--- config.mk ---
export PLATFORM = sky130hd
export DESIGN_NAME = keypad_matrix_scanner_flat
export DESIGN_NICKNAME = d
export VERILOG_FILES = /design/src/rtl/keypad_matrix_scanner_pkg.sv /design/src/rtl/keypad_matrix_scanner_if.sv /design/src/rtl/keypad_matrix_scanner_debounce.sv /design/src/rtl/keypad_matrix_scanner.sv /design/src/flat_wrapper.sv
export SDC_FILE = /design/constraint.sdc
export NUM_CORES = 1
export LEC_CHECK = 0
export CORE_UTILIZATION = 64
export CTS_CLUSTER_DIAMETER = 100
export DETAILED_ROUTE_END_ITERATION = 6
export PLACE_DENSITY = 0.86
export SKIP_CTS_REPAIR_TIMING = 1
export SLEW_MARGIN = 20
export SYNTH_ARGS = -nofsm -noshare
export SYNTH_HDL_FRONTEND = slang
export SYNTH_SLANG_ARGS = --single-unit
--- constraint.sdc ---
create_clock -name clk -period 8.2 [get_ports clk]
set_input_delay 2.46 -clock clk [delete_from_list [all_inputs] [get_ports clk]]
set_output_delay 2.46 -clock clk [all_outputs]
set_load 0.1 [all_outputs]
--- src/rtl/keypad_matrix_scanner_pkg.sv ---
// ----------------------------------------------------------------------------
// pong_kp_pkg
// Shared constants for the keypad scanner: the row/column to key-code map,
// the key codes used by the Pong controls, and the row priority encoder
// that picks which key press gets reported when several rise together.
// ----------------------------------------------------------------------------
package pong_kp_pkg;

   // KEY_LUT[row][col] gives the hex code printed on the key.
   localparam logic [0:3][0:3][3:0] KEY_LUT = '{
      '{4'h1, 4'h2, 4'h3, 4'hA},
      '{4'h4, 4'h5, 4'h6, 4'hB},
      '{4'h7, 4'h8, 4'h9, 4'hC},
      '{4'h0, 4'hF, 4'hE, 4'hD}
   };

   localparam logic [3:0] KEY_UP1   = 4'hA;
   localparam logic [3:0] KEY_DOWN1 = 4'h0;
   localparam logic [3:0] KEY_UP2   = 4'h8;
   localparam logic [3:0] KEY_DOWN2 = 4'h7;
   localparam logic [3:0] KEY_START = 4'hF;

   typedef struct packed {
      logic       hit;
      logic [1:0] row;
   } row_sel_t;

   // Lowest set row index wins.
   function automatic row_sel_t row_priority(input logic [3:0] i_rows);
      row_sel_t v;
      v.hit = |i_rows;
      v.row = 2'd0;
      if (i_rows[0])      v.row = 2'd0;
      else if (i_rows[1]) v.row = 2'd1;
      else if (i_rows[2]) v.row = 2'd2;
      else if (i_rows[3]) v.row = 2'd3;
      return v;
   endfunction

endpackage

--- src/rtl/keypad_matrix_scanner_if.sv ---
// ----------------------------------------------------------------------------
// keypad_matrix_scanner_if
// Bundles the keypad pins and the decoded key outputs.
//   master : the scanner (drives columns and all key outputs, reads rows)
//   slave  : the keypad / game side (drives rows, reads everything else)
// Signals:
//   kp_row      row sense, active-low
//   kp_col      column drive, one-cold, active-low
//   key_held    debounced state, bit n = key with hex code n
//   key_valid   one-cycle press event; key_code qualifies it
//   key_code    code of the last reported press
//   up1/down1/up2/down2  paddle levels
//   start_pulse one-cycle pulse on a press of F
// key_valid is a fire-and-forget pulse: there is no ready, the consumer
// must take key_code in the cycle key_valid is high. key_code then holds.
// ----------------------------------------------------------------------------
interface keypad_matrix_scanner_if;
   logic [3:0]  kp_row;
   logic [3:0]  kp_col;
   logic [15:0] key_held;
   logic        key_valid;
   logic [3:0]  key_code;
   logic        up1;
   logic        down1;
   logic        up2;
   logic        down2;
   logic        start_pulse;

   modport master (
      input  kp_row,
      output kp_col, key_held, key_valid, key_code,
      output up1, down1, up2, down2, start_pulse
   );

   modport slave (
      output kp_row,
      input  kp_col, key_held, key_valid, key_code,
      input  up1, down1, up2, down2, start_pulse
   );
endinterface

--- src/rtl/keypad_matrix_scanner_debounce.sv ---
// ----------------------------------------------------------------------------
// kp_debounce
// Debounces one key. Each enabled sample that differs from the stable state
// advances a counter; an agreeing sample clears it. After DEBOUNCE_SCANS
// consecutive differing samples the stable state flips.
// Ports:
//   clk, rst      clock, async active-low reset
//   i_sample      1 = key reads pressed
//   i_sample_en   sample strobe (this key's column is being evaluated)
//   o_stable      debounced state (registered)
//   o_rise        high in the cycle whose edge flips o_stable 0->1
// ----------------------------------------------------------------------------
module kp_debounce #(
   parameter int DEBOUNCE_SCANS = 4
) (
   input  logic clk,
   input  logic rst,
   input  logic i_sample,
   input  logic i_sample_en,
   output logic o_stable,
   output logic o_rise
);

   if (DEBOUNCE_SCANS < 1 || DEBOUNCE_SCANS > 7) begin : g_scans_check
      $error("DEBOUNCE_SCANS must be within 1..7");
   end

   localparam logic [2:0] CNT_LAST = 3'(DEBOUNCE_SCANS - 1);

   logic       r_stable;
   logic [2:0] r_cnt;
   logic       w_differ;
   logic       w_flip;

   assign w_differ = (i_sample != r_stable);
   // The sample that would make the count reach DEBOUNCE_SCANS flips the state.
   assign w_flip   = i_sample_en && w_differ && (r_cnt == CNT_LAST);

   always_ff @(posedge clk or negedge rst) begin
      if (!rst) begin
         r_stable <= 1'b0;
         r_cnt    <= 3'd0;
      end else if (i_sample_en) begin
         if (!w_differ) begin
            r_cnt <= 3'd0;
         end else if (w_flip) begin
            r_stable <= ~r_stable;
            r_cnt    <= 3'd0;
         end else begin
            r_cnt <= r_cnt + 3'd1;
         end
      end
   end

   assign o_stable = r_stable;
   assign o_rise   = w_flip && !r_stable;

endmodule

--- src/rtl/keypad_matrix_scanner.sv ---
// ----------------------------------------------------------------------------
// keypad_matrix_scanner
// Scans a 4x4 keypad one column at a time, debounces all 16 keys and
// reports presses as one-cycle events plus held levels for the Pong controls.
// Ports:
//   clk   system clock
//   rst   async, active-low reset
//   kp    keypad_matrix_scanner_if.master (rows in; columns and key outputs)
// Parameters:
//   CLK_HZ, SCAN_HZ  column advance rate is CLK_HZ/SCAN_HZ clocks per tick
//   DEBOUNCE_SCANS   consecutive equal samples needed to change a key (1..7)
// ----------------------------------------------------------------------------
module keypad_matrix_scanner
   import pong_kp_pkg::*;
#(
   parameter int CLK_HZ         = 50_000_000,
   parameter int SCAN_HZ        = 1_000,
   parameter int DEBOUNCE_SCANS = 4
) (
   input  logic                    clk,
   input  logic                    rst,
   keypad_matrix_scanner_if.master kp
);

   localparam int TICK_DIV = CLK_HZ / SCAN_HZ;

   // Rows need two clocks through the synchronizer after a column change,
   // so fewer than 4 clocks per tick leaves no settling margin.
   if (TICK_DIV < 4) begin : g_div_check
      $error("TICK_DIV = CLK_HZ/SCAN_HZ must be at least 4");
   end

   localparam int              TW        = $clog2(TICK_DIV);
   localparam logic [TW-1:0]   TICK_LAST = TW'(TICK_DIV - 1);

   logic [3:0]    r_row_s1;
   logic [3:0]    r_row_s2;
   logic [TW-1:0] r_tick_cnt;
   logic [1:0]    r_col_idx;
   logic [3:0]    r_kp_col;
   logic          r_key_valid;
   logic [3:0]    r_key_code;
   logic          r_start_pulse;

   logic          w_tick;
   logic [1:0]    w_next_col;
   logic [15:0]   w_stable_rc;
   logic [15:0]   w_rise_rc;
   logic [3:0]    w_rise_row;
   logic [15:0]   w_key_held;
   row_sel_t      w_sel;
   logic [3:0]    w_evt_code;

   always_ff @(posedge clk or negedge rst) begin
      if (!rst) begin
         r_row_s1 <= 4'b1111;
         r_row_s2 <= 4'b1111;
      end else begin
         r_row_s1 <= kp.kp_row;
         r_row_s2 <= r_row_s1;
      end
   end

   assign w_tick     = (r_tick_cnt == TICK_LAST);
   assign w_next_col = r_col_idx + 2'd1;

   always_ff @(posedge clk or negedge rst) begin
      if (!rst) begin
         r_tick_cnt <= '0;
      end else if (w_tick) begin
         r_tick_cnt <= '0;
      end else begin
         r_tick_cnt <= r_tick_cnt + 1'b1;
      end
   end

   // The column is evaluated and advanced on the same tick edge, so the new
   // column has the whole next tick period to settle through the synchronizer.
   always_ff @(posedge clk or negedge rst) begin
      if (!rst) begin
         r_col_idx <= 2'd0;
         r_kp_col  <= 4'b1110;
      end else if (w_tick) begin
         r_col_idx <= w_next_col;
         r_kp_col  <= ~(4'b0001 << w_next_col);
      end
   end

   // One debouncer per matrix position; index r*4+c.
   for (genvar r = 0; r < 4; r++) begin : g_row
      for (genvar c = 0; c < 4; c++) begin : g_col
         kp_debounce #(
            .DEBOUNCE_SCANS(DEBOUNCE_SCANS)
         ) u_db (
            .clk        (clk),
            .rst        (rst),
            .i_sample   (~r_row_s2[r]),
            .i_sample_en(w_tick && (r_col_idx == 2'(c))),
            .o_stable   (w_stable_rc[r*4+c]),
            .o_rise     (w_rise_rc[r*4+c])
         );
      end
      // Only the evaluated column can rise, so OR-ing a row is enough.
      assign w_rise_row[r] = |w_rise_rc[r*4 +: 4];
   end

   // Matrix position to key-code bit order.
   always_comb begin
      w_key_held = '0;
      for (int r = 0; r < 4; r++) begin
         for (int c = 0; c < 4; c++) begin
            w_key_held[KEY_LUT[r][c]] = w_stable_rc[r*4+c];
         end
      end
   end

   assign w_sel      = row_priority(w_rise_row);
   assign w_evt_code = KEY_LUT[w_sel.row][r_col_idx];

   always_ff @(posedge clk or negedge rst) begin
      if (!rst) begin
         r_key_valid   <= 1'b0;
         r_key_code    <= 4'h0;
         r_start_pulse <= 1'b0;
      end else begin
         r_key_valid   <= w_sel.hit;
         r_start_pulse <= w_sel.hit && (w_evt_code == KEY_START);
         if (w_sel.hit) begin
            r_key_code <= w_evt_code;
         end
      end
   end

   assign kp.kp_col      = r_kp_col;
   assign kp.key_held    = w_key_held;
   assign kp.key_valid   = r_key_valid;
   assign kp.key_code    = r_key_code;
   assign kp.start_pulse = r_start_pulse;
   assign kp.up1         = w_key_held[KEY_UP1];
   assign kp.down1       = w_key_held[KEY_DOWN1];
   assign kp.up2         = w_key_held[KEY_UP2];
   assign kp.down2       = w_key_held[KEY_DOWN2];

endmodule

--- src/flat_wrapper.sv ---
// flat-port wrapper written by rule: the top's interface ports become plain ports
module keypad_matrix_scanner_flat import pong_kp_pkg::*;
#(
   parameter int CLK_HZ         = 50_000_000,
   parameter int SCAN_HZ        = 1_000,
   parameter int DEBOUNCE_SCANS = 4
)
  (clk, rst, kp_kp_row, kp_kp_col, kp_key_held, kp_key_valid, kp_key_code, kp_up1, kp_down1, kp_up2, kp_down2, kp_start_pulse);
  keypad_matrix_scanner_if kp_i ();
  input  logic clk;
  input  logic rst;
  input wire logic [$bits(kp_i.kp_row)-1:0] kp_kp_row;
  output wire logic [$bits(kp_i.kp_col)-1:0] kp_kp_col;
  output wire logic [$bits(kp_i.key_held)-1:0] kp_key_held;
  output wire logic [$bits(kp_i.key_valid)-1:0] kp_key_valid;
  output wire logic [$bits(kp_i.key_code)-1:0] kp_key_code;
  output wire logic [$bits(kp_i.up1)-1:0] kp_up1;
  output wire logic [$bits(kp_i.down1)-1:0] kp_down1;
  output wire logic [$bits(kp_i.up2)-1:0] kp_up2;
  output wire logic [$bits(kp_i.down2)-1:0] kp_down2;
  output wire logic [$bits(kp_i.start_pulse)-1:0] kp_start_pulse;
  assign kp_i.kp_row = kp_kp_row;
  assign kp_kp_col = kp_i.kp_col;
  assign kp_key_held = kp_i.key_held;
  assign kp_key_valid = kp_i.key_valid;
  assign kp_key_code = kp_i.key_code;
  assign kp_up1 = kp_i.up1;
  assign kp_down1 = kp_i.down1;
  assign kp_up2 = kp_i.up2;
  assign kp_down2 = kp_i.down2;
  assign kp_start_pulse = kp_i.start_pulse;
  keypad_matrix_scanner #(.CLK_HZ(CLK_HZ), .SCAN_HZ(SCAN_HZ), .DEBOUNCE_SCANS(DEBOUNCE_SCANS)) u_core (.clk(clk), .rst(rst), .kp(kp_i));
endmodule
Word-level counts from Yosys, hierarchy flattened

Index checks and enable logic that the tools add are counted.

Word-level logic and storage cells: 255
Register bits: 100
Output and inout bits: 30

Add/subtract/negate cells: 18
Muxes and demuxes: 43
Equal/unequal tests: 37
Bitwise logic cells: 23
Order comparisons: 2
Reductions and logical operators: 91
Shift operators: 1

Operators with widths:

| cell                                                 | number |
|---|---|
| 2-to-1 mux 3 bit                                     | 32 |
| logical AND 1 bit                                    | 53 |
| adder 3 x 1 -> 3 bit (second input constant)         | 16 |
| equality test 3 x 2 -> 1 bit (second input constant) | 16 |
| 2-to-1 mux 16 bit                                    | 3 |
| AND reduction 3 bit                                  | 16 |
| binary-select mux 16 bit (select 2 bit)              | 1 |
| inverter 1 bit                                       | 20 |
| adder 16 x 1 -> 16 bit (second input constant)       | 1 |
| equality test 16 bit (second input constant)         | 1 |
| logical NOT 1 bit                                    | 16 |
| != test 1 bit                                        | 16 |
| OR reduction 16 bit                                  | 1 |
| OR reduction 4 bit                                   | 4 |
| binary-select mux 4 bit (select 2 bit)               | 1 |
| 2-to-1 mux 2 bit                                     | 4 |
| 2-to-1 mux 4 bit                                     | 2 |
| >= comparator 3 bit (second input constant)          | 2 |
| inverter 2 -> 3 bit                                  | 2 |
| equality test 2 bit (second input constant)          | 2 |
| equality test 4 bit (second input constant)          | 1 |
| inverter 4 bit                                       | 1 |
| left shift 1 x 2 -> 4 bit (first input constant)     | 1 |
| adder 2 x 1 -> 2 bit (second input constant)         | 1 |
| other kinds (2)                                      | 2 |

Depth between registers and ports, before layout

Gate-level depths: netlist (run 1).

Depth in word-level cells: 19
Gate-level depth with buffers: 14

Hierarchy

A second synthesis (run 1) with hierarchy kept.

Cells, all modules: 464
Area, all modules: 5,202.5 sq um

Modules (own cells, without submodules):

| module                                           | instances | area each (sq um) | cells each |
|---|---|---|---|
| kp_debounce at u_core.g_row[0].g_col[0].u_db ... | 15        | 214.0             | 19 |
| keypad_matrix_scanner                            | 1         | 1,764.2           | 160 |
| kp_debounce at u_core.g_row[3].g_col[2].u_db     | 1         | 229.0             | 19 |

Worst setup path before layout (run 1)

OpenSTA, ideal clock, no wires.

Path kind: register to output
Start: register u_core.g_row[3].g_col[0].u_db.r_stable
End: output kp_key_held[0]
Path slack: 4.359 ns
Arrival: 1.381 ns
Cell stages (with the launch flop): 2
Buffers on the path: 1
Cells stage by stage: dfrtp_1 -> buf_4

RTL lines:

| element                | line                                 | text |
|---|---|---|
| start, declared        | keypad_matrix_scanner_debounce.sv:30 | `logic r_stable;` |
| start signal, assigned | keypad_matrix_scanner_debounce.sv:47 | `r_stable <= ~r_stable;` |
| end, declared          | flat_wrapper.sv:14                   | `output wire logic [$bits(kp_i.key_held)-1:0] kp_key_held;` |

No word-level cell between the ends.

Worst setup path in the final report (run 1)

Start: register u_core.r_kp_col[1] (netlist: u_core.kp.kp_col[1])
End: output kp_kp_col[1]

RTL lines:

| element                | line                        | text |
|---|---|---|
| start, declared        | keypad_matrix_scanner.sv:40 | `logic [3:0] r_kp_col;` |
| start signal, assigned | keypad_matrix_scanner.sv:85 | `r_kp_col <= ~(4'b0001 << w_next_col);` |
| end, declared          | flat_wrapper.sv:13          | `output wire logic [$bits(kp_i.kp_col)-1:0] kp_kp_col;` |

No word-level cell between the ends.

==> results.sh, run 1 <==
export IMPL_outcome="finished, final reports clean"
export IMPL_yosys_mux_area_fraction_pct=2.89
export IMPL_die_h_um=91.7
export IMPL_clock_path_buffers=2
export IMPL_clock_latency_ps=370
export IMPL_p_leak_nw=2.83
export IMPL_cts_root_buf="clkbuf_8"
export IMPL_ios=36
export IMPL_worst_ep_required_time_ps=5740
export IMPL_setup_violations=0
export IMPL_grt_pass1_wl_um=16900
export IMPL_cts_tree="built"
export IMPL_vdd_drop_max_v=0.0000813
export IMPL_rsz0062_at_grt="no"
export IMPL_hold_viol=0
export IMPL_p_int_uw=673
export IMPL_p_per_area_mw_per_mm2=153
export IMPL_crit_fanout=2
export IMPL_p_clk_share_pct=39.5
export IMPL_ff2ff_setup_slack_ps=4110
export IMPL_sw_frac_of_total_pct=22.0
export IMPL_pwr_share_seq_pct=58.0
export IMPL_slew_headroom_pct=32.7
export IMPL_placementRows=32
export IMPL_drt_iter0_markers=180
export IMPL_cpMaxStageDelayCell="clkdlybuf4s50_1"
export IMPL_htree_levels=3
export IMPL_synthXorXnorAreaFrac_pct=5.44
export IMPL_antenna_cells=0
export IMPL_cp_slowest_stage_delay_ps=1130
export IMPL_period_minus_slack_ps=4500
export IMPL_routed_wirelength_um=9800
export IMPL_die_area_mm2=0.00841
export IMPL_wl_per_cell_um=16.0
export IMPL_critPathArrivalTime_ps=2040
export IMPL_cap_violations=0
export IMPL_worst_hold_path_type="reg -> reg"
export IMPL_worst_hold_slack_ps=362
export IMPL_path_cells="clkdlybuf4s50_1"
export IMPL_antenna_found_initial=0
export IMPL_synth_edf_count=0
export IMPL_crit_type="reg -> out"
export IMPL_viasPerCell=5.87
export IMPL_synth_top_family_by_area="simple AND/OR/NAND/NOR gates"
export IMPL_syn_area_mm2=0.00515
export IMPL_synth_nets=521
export IMPL_port_buffers=35
export IMPL_place_congestion=0.878
export IMPL_total_power_uw=863
export IMPL_regToRegEndpoint="u_core.kp.start_pulse"
export IMPL_synthTopCellsByCount="dfrtp_1 (89), nand2_1 (56), nor2_1 (42)"
export IMPL_synth_compound_area_share_pct=12.0
export IMPL_async_reset_ff_share_pct=100
export IMPL_finalCritPeriodShare_pct=54.9
export IMPL_cp_depth=1
export IMPL_fin_worst_skew_ps=8.30
export IMPL_synthTopCellsByArea="dfrtp_1 (43%), ha_1 (6.1%), dfstp_2 (5.6%)"
export IMPL_die_x_um=91.7
export IMPL_dr_total_vias=3585
export IMPL_rr_worst_depth=12
export IMPL_synth_cell_type_count=50
export IMPL_yosys_area_share_simple_pct=19.7
export IMPL_power_switching_uw=190
export IMPL_tns_ps=0
export IMPL_cp_start_kind="flip-flop"
export IMPL_cts_buffers=9
export IMPL_synth_seq_area_share_pct=48.8
export IMPL_initial_core_util_pct=66.3
export IMPL_drive_above_1_share_pct=8.64
export IMPL_slew_violations=0
export IMPL_ys_flop_type="dfrtp_1"
export IMPL_yosysTopAreaCellShare_pct=43.2
export IMPL_syn_area_per_cell_um2=10.5
export IMPL_grt_max_degree=62
export IMPL_ys_warn_count=0
export IMPL_synth_most_common_cell="dfrtp_1"
export IMPL_tightest_slew_ps=1010
export IMPL_critPathCaptureType="output pin"
export IMPL_place_hpwl_um=7100
export IMPL_crit_path_start="u_core.kp.kp_col[1]"
export IMPL_r2r_start="u_core.r_col_idx[0]"
export IMPL_coreArea_mm2=0.00777
export IMPL_fmax_ghz=0.222
export IMPL_postRouteAntennaNets=0
export IMPL_worstSetupEndpoint="kp_kp_col[1]"
export IMPL_clkTransAtPathRegs_ps=90
export IMPL_nNetsFinal=535
export IMPL_crit_buf_inv=1
export IMPL_dr_pass1_iters=4
export IMPL_grt_overflow=0
export IMPL_area_growth_pct=9.67
export IMPL_syn_inst=490
export IMPL_track_usage_pct=25.5
export IMPL_fillerInstances=544
export IMPL_drc_errors=0
export IMPL_yosys_area_top_type="dfrtp_1"
export IMPL_synthAdderAreaFrac_pct=6.07
export IMPL_grt_pass1_vias=3626
export IMPL_cpLargestDelayFamily="buffers and inverters"
export IMPL_ys_seq_elements=100
export IMPL_power_frac_comb_pct=2.5
export IMPL_clock_sinks=100
==> final cells by class <==
| class | count | area, um2 | area share (%) |
|---|---|---|---|
| clock buffer | 9 | 124 | 2.19 |
| clock inverter | 7 | 88.8 | 1.57 |
| tap | 102 | 128 | 2.26 |
| sequential | 100 | 2520 | 44.5 |
| multi-input combinational | 341 | 2370 | 42.0 |
| inverter | 15 | 56.3 | 0.997 |
| timing repair buffer | 37 | 363 | 6.42 |
==> per-layer routing <==
layer  up-vias  share of wire [%]  routed length, um  track usage (%)
li1       1732                  -                  -                -
met1      1780                 45               4390             33.3
met4         0                1.5                147             8.85
met3        17                3.1                307             4.23
met5         -                  0                  0                0
met2        56                 51               4960             43.2
==> worst min-delay path by stage <==
stage                       startpoint  slack (ps)  cells past startpoint                  to
floorplan           u_core.r_row_s1[0]         350                      0  u_core.r_row_s2[0]
global placement    u_core.r_row_s1[0]         350                      0  u_core.r_row_s2[0]
detailed placement  u_core.r_row_s1[1]         350                      0  u_core.r_row_s2[1]
CTS                 u_core.r_row_s1[1]         360                      0  u_core.r_row_s2[1]
global route        u_core.r_row_s1[1]         360                      0  u_core.r_row_s2[1]
finish              u_core.r_row_s1[1]         360                      0  u_core.r_row_s2[1]
==> flip-flops by register name (all words and copies together), names as in the netlist, 2 cells and up <==
register and count:
u_core.r_tick_cnt 16, u_core.r_row_s2 4, u_core.g_row.g_col.u_db.o_stable 16, u_core.g_row.g_col.u_db.r_cnt 48, u_core.kp.key_code 4, u_core.kp.kp_col 4
u_core.r_col_idx 2, u_core.r_row_s1 4
==> cells in the final DEF, fill, tap and decap left out, types with 5 or more instances in the layout <==
master           synthesis  final
mux2i_1                  7      7
o21a_1                  16     16
o21ai_0                 18     18
clkbuf_8                 0      9
inv_1                   14     14
dfstp_2                 11     11
xnor2_1                  5      5
ha_1                    25     25
nor2_1                  42     42
and3_1                   5      5
nor4_1                  16     16
xor2_1                  27     27
a21o_1                  18     18
a21oi_1                  9      9
nand3_1                 10     10
mux2_2                   7      7
dfrtp_1                 89     89
nand2_1                 56     56
and2_1                   6      6
clkdlybuf4s50_1          0     34
nor2b_1                 18     18
nor4bb_1                 8      8
==> logic make-up (layout without fill, tap and decap cells) <==
| kind of cell | after synthesis | in the layout |
|---|---|---|
| muxes | 14 | 14 |
| and+or+nand+nor | 186 | 186 |
| buffers and inverters | 49 | 68 |
| xor gates and xnor gates | 32 | 32 |
| adders and majority gates | 25 | 25 |
| DFF | 100 | 100 |
| AOI/OAI and AO/OA | 84 | 84 |
==> power by group through the flow <==
stage	clock network [mW]	logic [mW]	registers, mW
2_1_floorplan	0	0.00999	0.506
3_3_place_gp	0	0.0210	0.510
3_5_place_dp	0	0.0217	0.510
4_1_cts	0.345	0.0219	0.501
5_1_grt	0.365	0.0249	0.501
6_report	0.341	0.0212	0.501
==> through the flow <==
step | setup WS, ps | cell area, um2 | utilization, % | std cells
floorplan | 4360 | 5150 | - | 490
global route | 3670 | 5650 | 72.7 | 611
finish | 3700 | 5650 | 72.7 | 611
CTS | 3690 | 5650 | 72.7 | 611
global placement | 4110 | 5440 | 70.0 | 595
detailed placement | 4100 | 5440 | 70.0 | 595
Note: power is estimated with default switching activity, not from simulation.
==> inputs of run 2 (changes only) <==
Settings changed: CORE_UTILIZATION 64 to 59, PLACE_DENSITY 0.86 to 0.8.
Clock period 8.2 ns to 4.2 ns, I/O delays scaled along.
==> results.sh, run 2 (same netlist as run 1, synthesis figures left out) <==
export IMPL_p_leak_nw=2.85
export IMPL_die_area_mm2=0.00911
export IMPL_drc_errors=0
export IMPL_place_congestion=1.00
export IMPL_htree_levels=3
export IMPL_cpLargestDelayFamily="compound AO/OA/AOI/OAI gates"
export IMPL_drt_iter0_markers=197
export IMPL_r2r_start="u_core.r_col_idx[1]"
export IMPL_hold_viol=0
export IMPL_clkTransAtPathRegs_ps=100
export IMPL_postRouteAntennaNets=0
export IMPL_regToRegEndpoint="u_core.kp.start_pulse"
export IMPL_cts_tree="built"
export IMPL_crit_path_start="u_core.r_col_idx[1]"
export IMPL_worst_ep_required_time_ps=4480
export IMPL_port_buffers=35
export IMPL_track_usage_pct=24.2
export IMPL_dr_total_vias=3594
export IMPL_fin_worst_skew_ps=17.3
export IMPL_tightest_slew_ps=980
export IMPL_drive_above_1_share_pct=9.18
export IMPL_worstSetupEndpoint="u_core.kp.start_pulse"
export IMPL_layout_commonest_cell="dfrtp_1"
export IMPL_grt_max_degree=81
export IMPL_cp_start_kind="flip-flop"
export IMPL_final_cell_mix="dfrtp_1 (89), nand2_1 (56), nor2_1 (42)"
export IMPL_die_x_um=95.4
export IMPL_clock_path_buffers=2
export IMPL_place_hpwl_um=7120
export IMPL_worst_hold_path_type="reg -> reg"
export IMPL_rr_worst_depth=12
export IMPL_crit_buf_inv=1
export IMPL_dr_pass1_iters=6
export IMPL_finalCritPeriodShare_pct=93.6
export IMPL_clock_latency_ps=370
export IMPL_clock_sinks=100
export IMPL_outcome="finished, final reports clean"
export IMPL_initial_core_util_pct=61.8
export IMPL_fmax_ghz=0.254
export IMPL_grt_pass1_wl_um=16700
export IMPL_critPathArrivalTime_ps=4210
export IMPL_cp_depth=12
export IMPL_ff2ff_setup_slack_ps=270
export IMPL_die_h_um=95.4
export IMPL_p_per_area_mw_per_mm2=299
export IMPL_postLayoutCellArea_mm2=0.00571
export IMPL_cts_root_buf="clkbuf_8"
export IMPL_antenna_cells=0
export IMPL_slew_headroom_pct=34.5
export IMPL_area_growth_pct=10.9
export IMPL_slew_violations=0
export IMPL_top_register="u_core.g_row.g_col.u_db.r_cnt"
export IMPL_cpMostUsedCell="ha_1"
export IMPL_antenna_found_initial=0
export IMPL_placementRows=33
export IMPL_wl_per_cell_um=16.1
export IMPL_cp_slowest_stage_delay_ps=510
export IMPL_viasPerCell=5.82
export IMPL_period_minus_slack_ps=3930
export IMPL_routed_wirelength_um=9940
export IMPL_cap_violations=0
export IMPL_crit_fanout=10
export IMPL_crit_type="reg -> reg"
export IMPL_setup_violations=0
export IMPL_grt_overflow=0
export IMPL_cts_buffers=9
export IMPL_tns_ps=0
export IMPL_vdd_drop_max_v=0.000163
export IMPL_cpMaxStageDelayCell="dfrtp_1"
export IMPL_ios=36
export IMPL_grt_pass1_vias=3509
export IMPL_largest_reg_flops=48
export IMPL_rsz0062_at_grt="no"
export IMPL_nNetsFinal=538
export IMPL_coreArea_mm2=0.00834
export IMPL_critPathCaptureType="flip-flop"
export IMPL_placed_cell_area_mm2=0.00546
export IMPL_path_cells="inv_1 > ha_1 > or4bb_1 > a41oi_2 > o21ai_1 > nor2b_1 > ha_1 > mux2_2 > o21ai_0 > or3b_2 > a2111o_1 > a221oi_2"
-- run 2: through the flow --
stage               total power, mW  hold WS (ps)  util (%)  cells  worst slack (ps)
floorplan                      1.01           345         -    490               666
global placement               1.04           346      65.4    600               536
detailed placement             1.04           347      65.4    600               283
CTS                            1.72           361      68.1    616               261
global route                   1.77           365      68.5    617              66.9
finish                         1.71           359      68.5    617               268
-- run 2: cell type report --
class	count	area, um2
Fill cell	634	2630
Multi-Input combinational cell	341	2380
Sequential cell	100	2520
Clock inverter	5	82.6
Clock buffer	11	141
Timing Repair Buffer	40	405
Inverter	15	56.3
Tap cell	105	131
-- run 2: power breakdown --
| group | switching, mW | internal, mW |
|---|---|---|
| Sequential | 0.00844 | 0.969 |
| Combinational | 0.0305 | 0.0139 |
| Clock | 0.332 | 0.356 |
-- run 2: layer usage --
layer,GRT usage (%),vias up,wire (um)
met4,11.7,0,223
met3,4.39,21,446
li1,-,1730,-
met1,32.9,1745,4510
met5,0,-,0
met2,37.5,98,4760
-- run 2: worst reg2reg max path, cell delays in order, from the launching register on --
cell	delay, ps
dfrtp_1	510
inv_1	240
ha_1	300
or4bb_1	450
a41oi_2	360
o21ai_1	200
nor2b_1	210
ha_1	330
mux2_2	150
o21ai_0	100
or3b_2	480
a2111o_1	320
a221oi_2	170
-- run 2: how the worst min path moves through the flow --
stage | start | endpoint | slack [ps] | depth (start not counted)
2_1_floorplan | u_core.r_row_s1[0] | u_core.r_row_s2[0] | 350 | 0
3_3_place_gp | u_core.r_row_s1[0] | u_core.r_row_s2[0] | 350 | 0
3_5_place_dp | u_core.r_row_s1[3] | u_core.r_row_s2[3] | 350 | 0
4_1_cts | u_core.r_row_s1[3] | u_core.r_row_s2[3] | 360 | 0
5_1_grt | u_core.r_row_s1[0] | u_core.r_row_s2[0] | 360 | 0
6_report | u_core.r_row_s1[1] | u_core.r_row_s2[1] | 360 | 0
